<file path="config.mk">
export PLATFORM = sky130hd
export DESIGN_NAME = mem_port_arbiter
export DESIGN_NICKNAME = d
export VERILOG_FILES = /design/src/rtl/mem_port_arbiter.sv
export SDC_FILE = /design/constraint.sdc
export NUM_CORES = 1
export LEC_CHECK = 0
export BUFFER_PORTS_ARGS = -buffer_cell sky130_fd_sc_hd__buf_4
export CELL_PAD_IN_SITES_DETAIL_PLACEMENT = 0
export CELL_PAD_IN_SITES_GLOBAL_PLACEMENT = 1
export CORE_UTILIZATION = 18
export DETAILED_ROUTE_END_ITERATION = 8
export GPL_TIMING_DRIVEN = 0
export PLACE_DENSITY = 0.91
export REMOVE_ABC_BUFFERS = 1
export SLEW_MARGIN = 20
export SYNTH_ARGS = -nofsm -noshare
export SYNTH_HDL_FRONTEND = slang
export SYNTH_SLANG_ARGS = --single-unit
</file>
<file path="constraint.sdc">
create_clock -name clk -period 1.88 [get_ports clk]
set_input_delay 0.282 -clock clk [delete_from_list [all_inputs] [get_ports clk]]
set_output_delay 0.282 -clock clk [all_outputs]
set_load 0.03 [all_outputs]
</file>
<file path="src/rtl/mem_port_arbiter.sv">
// mem_port_arbiter: shares one memory port between instruction fetch (port 0)
// and data access (port 1). Round-robin, grant-hold FSM steering an N-bit
// 2:1 address mux. Optional watchdog abort enabled by defining ARB_TIMEOUT_EN.

// N-bit 2:1 address mux; 0 selects i_a, 1 selects i_b.
module mem_port_arbiter_mux2 #(
   parameter int unsigned N = 32
) (
   input  logic         i_sel,
   input  logic [N-1:0] i_a,
   input  logic [N-1:0] i_b,
   output logic [N-1:0] o_y
);

   assign o_y = i_sel ? i_b : i_a;

endmodule

module mem_port_arbiter #(
   parameter int unsigned N       = 32,
   parameter int unsigned TIMEOUT = 16
) (
   input  logic         clk,
   input  logic         rst,
   input  logic         req0,
   input  logic         req1,
   input  logic [N-1:0] addr0,
   input  logic [N-1:0] addr1,
   input  logic         mem_ready,
   output logic         gnt0,
   output logic         gnt1,
   output logic         done0,
   output logic         done1,
   output logic         mem_valid,
   output logic         mem_sel,
   output logic [N-1:0] mem_addr,
   output logic         timeout_err
);

   // The watchdog counter cannot express a limit below 2 cycles.
   if (TIMEOUT < 2) begin : g_timeout_check
      $error("mem_port_arbiter: TIMEOUT must be >= 2");
   end

   typedef enum logic [1:0] {
      IDLE  = 2'd0,
      BUSY0 = 2'd1,
      BUSY1 = 2'd2
   } state_t;

   state_t       r_state;
   state_t       w_next_state;
   logic         r_last_grant;
   logic         w_last_grant_nxt;
   logic         w_timeout;

   logic         r_gnt0;
   logic         r_gnt1;
   logic         r_mem_valid;
   logic         r_mem_sel;
   logic         r_timeout_err;
   logic         w_gnt0_nxt;
   logic         w_gnt1_nxt;
   logic         w_mem_valid_nxt;
   logic         w_mem_sel_nxt;
   logic         w_timeout_err_nxt;
   logic [N-1:0] w_mem_addr;

`ifdef ARB_TIMEOUT_EN
   localparam int unsigned CNT_W = (TIMEOUT > 1) ? $clog2(TIMEOUT) : 1;

   logic [CNT_W-1:0] r_cnt;

   // Abort only when the limit is reached without mem_ready; a late ready still completes.
   assign w_timeout = (r_state != IDLE) && !mem_ready &&
                      (r_cnt == CNT_W'(TIMEOUT - 1));

   // Busy-cycle counter: restarts with every new access, counts stalled cycles.
   always_ff @(posedge clk) begin
      if (rst) begin
         r_cnt <= '0;
      end else if ((r_state == IDLE) || mem_ready || (w_next_state != r_state)) begin
         r_cnt <= '0;
      end else begin
         r_cnt <= r_cnt + CNT_W'(1);
      end
   end
`else
   assign w_timeout = 1'b0;
`endif

   // State register plus round-robin history and registered output decodes.
   always_ff @(posedge clk) begin
      if (rst) begin
         r_state       <= IDLE;
         r_last_grant  <= 1'b1;
         r_gnt0        <= 1'b0;
         r_gnt1        <= 1'b0;
         r_mem_valid   <= 1'b0;
         r_mem_sel     <= 1'b0;
         r_timeout_err <= 1'b0;
      end else begin
         r_state       <= w_next_state;
         r_last_grant  <= w_last_grant_nxt;
         r_gnt0        <= w_gnt0_nxt;
         r_gnt1        <= w_gnt1_nxt;
         r_mem_valid   <= w_mem_valid_nxt;
         r_mem_sel     <= w_mem_sel_nxt;
         r_timeout_err <= w_timeout_err_nxt;
      end
   end

   // Next-state: round-robin on ties, hold grant until mem_ready, prefer handover.
   always_comb begin
      w_next_state     = r_state;
      w_last_grant_nxt = r_last_grant;
      case (r_state)
         IDLE: begin
            if (req0 && req1) begin
               w_next_state = r_last_grant ? BUSY0 : BUSY1;
            end else if (req0) begin
               w_next_state = BUSY0;
            end else if (req1) begin
               w_next_state = BUSY1;
            end
         end
         BUSY0: begin
            if (mem_ready) begin
               w_last_grant_nxt = 1'b0;
               if (req1) begin
                  w_next_state = BUSY1;
               end else if (req0) begin
                  w_next_state = BUSY0;
               end else begin
                  w_next_state = IDLE;
               end
            end else if (w_timeout) begin
               w_last_grant_nxt = 1'b0;
               w_next_state     = IDLE;
            end
         end
         BUSY1: begin
            if (mem_ready) begin
               w_last_grant_nxt = 1'b1;
               if (req0) begin
                  w_next_state = BUSY0;
               end else if (req1) begin
                  w_next_state = BUSY1;
               end else begin
                  w_next_state = IDLE;
               end
            end else if (w_timeout) begin
               w_last_grant_nxt = 1'b1;
               w_next_state     = IDLE;
            end
         end
         default: begin
            w_next_state = IDLE;
         end
      endcase
   end

   // Output decode of the next state so the registered outputs track the state.
   always_comb begin
      w_gnt0_nxt        = 1'b0;
      w_gnt1_nxt        = 1'b0;
      w_mem_valid_nxt   = 1'b0;
      w_mem_sel_nxt     = r_mem_sel;
      w_timeout_err_nxt = w_timeout;
      case (w_next_state)
         BUSY0: begin
            w_gnt0_nxt      = 1'b1;
            w_mem_valid_nxt = 1'b1;
            w_mem_sel_nxt   = 1'b0;
         end
         BUSY1: begin
            w_gnt1_nxt      = 1'b1;
            w_mem_valid_nxt = 1'b1;
            w_mem_sel_nxt   = 1'b1;
         end
         default: begin
            w_mem_sel_nxt = r_mem_sel;
         end
      endcase
   end

   // Address steering through the shared mux instance.
   mem_port_arbiter_mux2 #(
      .N (N)
   ) u_addr_mux (
      .i_sel (r_mem_sel),
      .i_a   (addr0),
      .i_b   (addr1),
      .o_y   (w_mem_addr)
   );

   assign gnt0        = r_gnt0;
   assign gnt1        = r_gnt1;
   assign mem_valid   = r_mem_valid;
   assign mem_sel     = r_mem_sel;
   assign mem_addr    = w_mem_addr;
   assign timeout_err = r_timeout_err;

   // Completion pulses; an access interrupted by reset is discarded silently.
   assign done0 = r_gnt0 && mem_ready && !rst;
   assign done1 = r_gnt1 && mem_ready && !rst;

endmodule

</file>
# Word-level counts from Yosys, hierarchy flattened
# Cells that the tools add are included.
[word_totals] register_bits=7 input_bits=69 elab_cells=42 output_inout_bits=39
[op_classes] n_eq_ne=6 reduce_logical=11 n_mux=19
[op_table] operator="2-to-1 mux 32 bit" count=1
[op_table] operator="2-to-1 mux 2 bit" count=9
[op_table] operator="2-to-1 mux 1 bit" count=6
[op_table] operator="one-hot mux 2 bit (3 select lines)" count=1
[op_table] operator="logical AND 1 bit" count=5
[op_table] operator="equality test 2 x 1 -> 1 bit (second input constant)" count=2
[op_table] operator="equality test 2 bit (second input constant)" count=2
[op_table] operator="inequality test 2 bit (second input constant)" count=2
[op_table] operator="one-hot mux 1 bit (2 select lines)" count=2
[op_table] operator="nonzero test 2 bit" count=2
[op_table] operator="AND reduction 3 bit" count=1
[op_table] operator="zero test 2 bit" count=1
[op_table] operator="OR reduction 2 bit" count=1
[op_table] operator="zero test 1 bit" count=1

# Logic depth before layout (Yosys ltp)
[logic_depth] depth_word=7 depth_mapped=6 ltp_nobuf=6

# Hierarchy
# A second synthesis with hierarchy kept.
[unflattened] cells_unflattened=82 area_unflattened_um2=945.9
[modules_own_cells] module="mem_port_arbiter_mux2" instances=1 cells_per_inst=36 area_per_inst_um2=544.3 seq_area_each_um2=0.0
[modules_own_cells] module="mem_port_arbiter" instances=1 cells_per_inst=46 area_per_inst_um2=401.6 seq_area_each_um2=140.1

# Worst setup path before layout
# Ideal clock, no wire load.
[synth_timing] kind="register -> output" from="reg r_mem_sel, in the netlist mem_sel" to="out mem_addr[0]" path_stages_with_launch=4 path_slack_ns=0.264 arrival_ns=1.334 required_ns=1.598 path_buffers=2 cell_sequence="dfxtp_1 > buf_2 > buf_2 > mux2_2"
[synth_via] elab_chain_cells=1
[synth_rtl] item="from (decl)" line_no="60" source="logic r_mem_sel;"
[synth_rtl] item="from (signal assigned)" line_no="108" source="r_mem_sel <= w_mem_sel_nxt;"
[synth_rtl] item="2-to-1 mux 32 bit" line_no="15" source="assign o_y = i_sel ? i_b : i_a;"
[synth_rtl] item="to (decl)" line_no="36" source="output logic [N-1:0] mem_addr,"
# Every way passes these cells.

# Worst setup path after layout
[layout_timing] from="reg r_mem_sel, in the netlist mem_sel" to="out mem_addr[3]"
# Same word-level chain as after synthesis.

==> impl_metrics.toml <==
[floorplan]
design.core.area_mm2 = 0.00377
fp.dieH_um = 65.7
ios = 108
dieWidth_um = 65.7
rows = 22
start_util_pct = 19.4
fp.dieArea_mm2 = 0.00432

[cells_and_area]
layout_commonest_cell = "buf_4"
final_cell_mix = "106 x buf_4, 32 x mux2_2, 6 x dfxtp_1"
fin_nets = 253
final_area_mm2 = 0.00161
area_growth_pct = 120
fin_cells = 229
multi_input_area_um2 = 559
layout-drive-gt1-share_pct = 79.6
fill_cells = 351
register_area_um2 = 144
antennaDiodeCount = 0

[synth]
synth_area_leaders = "mux2_2 49%, dfxtp_1 19%, ha_1 3.4%, buf_2 2.7%, nor2_1 2.6%"
synthFlopType = "dfxtp_1"
synth_edf_count = 0
netlist.area_leader.share_pct = 49.3
synth_largest_area_cell = "mux2_2"
seq_area_frac_synth_pct = 19.2
ys_async_sr_fraction_pct = 0
synthCells = 76
synth_area_um2 = 731
yosysUniqueCellTypes = 22
yosys_warnings = 0
syn_avg_cell_area_um2 = 9.61
synth_seq_cells = 7

[timing]
finalCritPeriodShare_pct = 89.1
setup_viol = 0
max_freq_mhz = 597
rsz0062_at_grt = "false"
hold_viol_final = 0
fin_skew_ns = 0.00524
final_max_slew_viol_count = 0
period_needed_ns = 1.68

[grt]
antenna_found_initial = 0
track_usage_pct = 11.3
grt_overflow = 0
first_global_vias = 909
grt_first_pass_wirelength_mm = 3.72
grt_max_degree = 35

[worst_setup_path]
worstSetupStartpointType = "flip-flop"
crit_chain = "mux2_2 -> buf_4"
critPathBufInv = 1
crit_arrival_ns = 1.39
reg2reg_setup_slack_ns = 0.24
cp-end-kind = "primary output"
path_class = "flip-flop to primary output"
r2r_cells = 6
cp_top_family = "flip-flops"
r2r_start = "r_state[0]"
worstSetupStartpoint = "mem_sel"
cp_max_fo = 34
crit_slowest_cell = "dfxtp_4"
crit_path_max_incr_delay_ns = 0.60
r2r-end = "mem_sel"
cp.required_ns = 1.60

[pwr]
leakagePower_nw = 0.811
p_int_mw = 0.601
combPwrFrac_pct = 57.5
power_frac_seq_pct = 21.0
max-vdd-ir-drop_v = 0.000215
pwr-share-clk_pct = 21.5
p_switching_mw = 0.358
p_per_area_mw_per_mm2 = 596
swShare_pct = 37.3
power_mw = 0.959

[clocking]
cts_buffers = 3
clk_pin_slew_ns = 0.04
clkLatencyLatePin_ns = 0.22
htree_levels = 1
clockBufferDepth = 2
cts_tree = "built"
post-cts-setup-buffers = 0
clkSinkCount = 7
root_buffer = "clkbuf_8"

[hold_path]
hold_path_class = "input port to flip-flop"
hold_depth = 2
min_from = "rst"
holdPathEnd = "r_state[0]"

[detailed_routing]
drt_first_pass_iters = 3
vias = 972
wl_per_cell_um = 11.3
drtIter0Drc = 59
via_per_inst = 4.24
post-route-drc-count = 0
ant_nets = 0
wirelength_mm = 2.59

[job]
max-cap-violations = 0

[placed_design]
dp.cells = 225
dpl_cell_area_mm2 = 0.00156
gp_congestion = 0.783
place.port_buffers = 106

[run_status]
status = "finished, final reports clean"
flip-flops by register name, summed over array words and instances (netlist names):
signal and flops:
r_last_grant 1, mem_valid 1, mem_sel 1, gnt1 1
gnt0 1, r_state 2
synthesized netlist by cell type, types with 2 or more instances:
library cell	n
and3b_1	2
ha_1	2
dfxtp_1	7
nor2b_1	3
nor2_1	5
a21oi_1	3
and2b_2	2
nand2_1	3
buf_2	4
and2_1	2
mux2_2	32
timing repair:
| item | 4_1_cts | 5_1_grt |
|---|---|---|
| hold buffers | 0 | 0 |
| gates resized for setup | 1 | 1 |
| setup endpoints to repair | 32 | 1 |
cell type report:
type	count	share of cell area, %
multi-input combinational	63	34.8
clock buffer	4	2.80
tap	48	3.74
inverter	1	0.233
timing repair buffer	106	49.5
sequential	7	8.95
cell families (layout without fill, tap and decap cells):
kind of cell / after synthesis / count (layout) / synth area share, %
DFF: 7 / 7 / 19.2
AOI/OAI and AO/OA: 8 / 8 / 6.85
adders and majority gates: 2 / 2 / 3.42
other: 1 / 1 / 0.513
muxes: 33 / 33 / 50.7
buffers and inverters: 6 / 111 / 4.28
and+or+nand+nor: 19 / 19 / 15.1
power groups by stage:
| stage | combinational, mW | sequential, mW | clock [mW] |
|---|---|---|---|
| floorplan | 0.294 | 0.216 | 0 |
| global placement | 0.552 | 0.205 | 0 |
| detailed placement | 0.554 | 0.205 | 0 |
| CTS | 0.555 | 0.202 | 0.209 |
| global route | 0.587 | 0.206 | 0.223 |
| finish | 0.551 | 0.202 | 0.206 |
worst max path at each step:
stage	endpoint	slack, ns	cells after the start
after floorplan	mem_addr[0]	-0.08	1
after global placement	mem_addr[3]	-0.30	2
after detailed placement	mem_addr[3]	0.20	2
after CTS	mem_addr[3]	0.19	2
after global routing	mem_sel	0.06	6
final	mem_addr[3]	0.20	2
through the flow:
| step | setup WS (ns) | hold WS, ns | TNS [ns] | utilization [%] |
|---|---|---|---|---|
| after floorplan | -0.0797 | 0.349 | -2.55 | - |
| after global placement | -0.298 | 0.521 | -9.15 | 41.3 |
| after detailed placement | 0.198 | 0.525 | 0 | 41.4 |
| after CTS | 0.189 | 0.293 | 0 | 42.6 |
| after global routing | 0.0636 | 0.304 | 0 | 42.6 |
| final | 0.204 | 0.294 | 0 | 42.6 |
routing by layer:
metal / vias up / track usage (%) / part of all wire (%)
met4: 0 / 7.07 / 2.0
met3: 4 / 1.91 / 8.3
met1: 432 / 12.4 / 34
li1: 480 / - / -
met5: - / 0 / 0
met2: 56 / 19.8 / 55
Note: power is estimated with default switching activity, not from simulation.
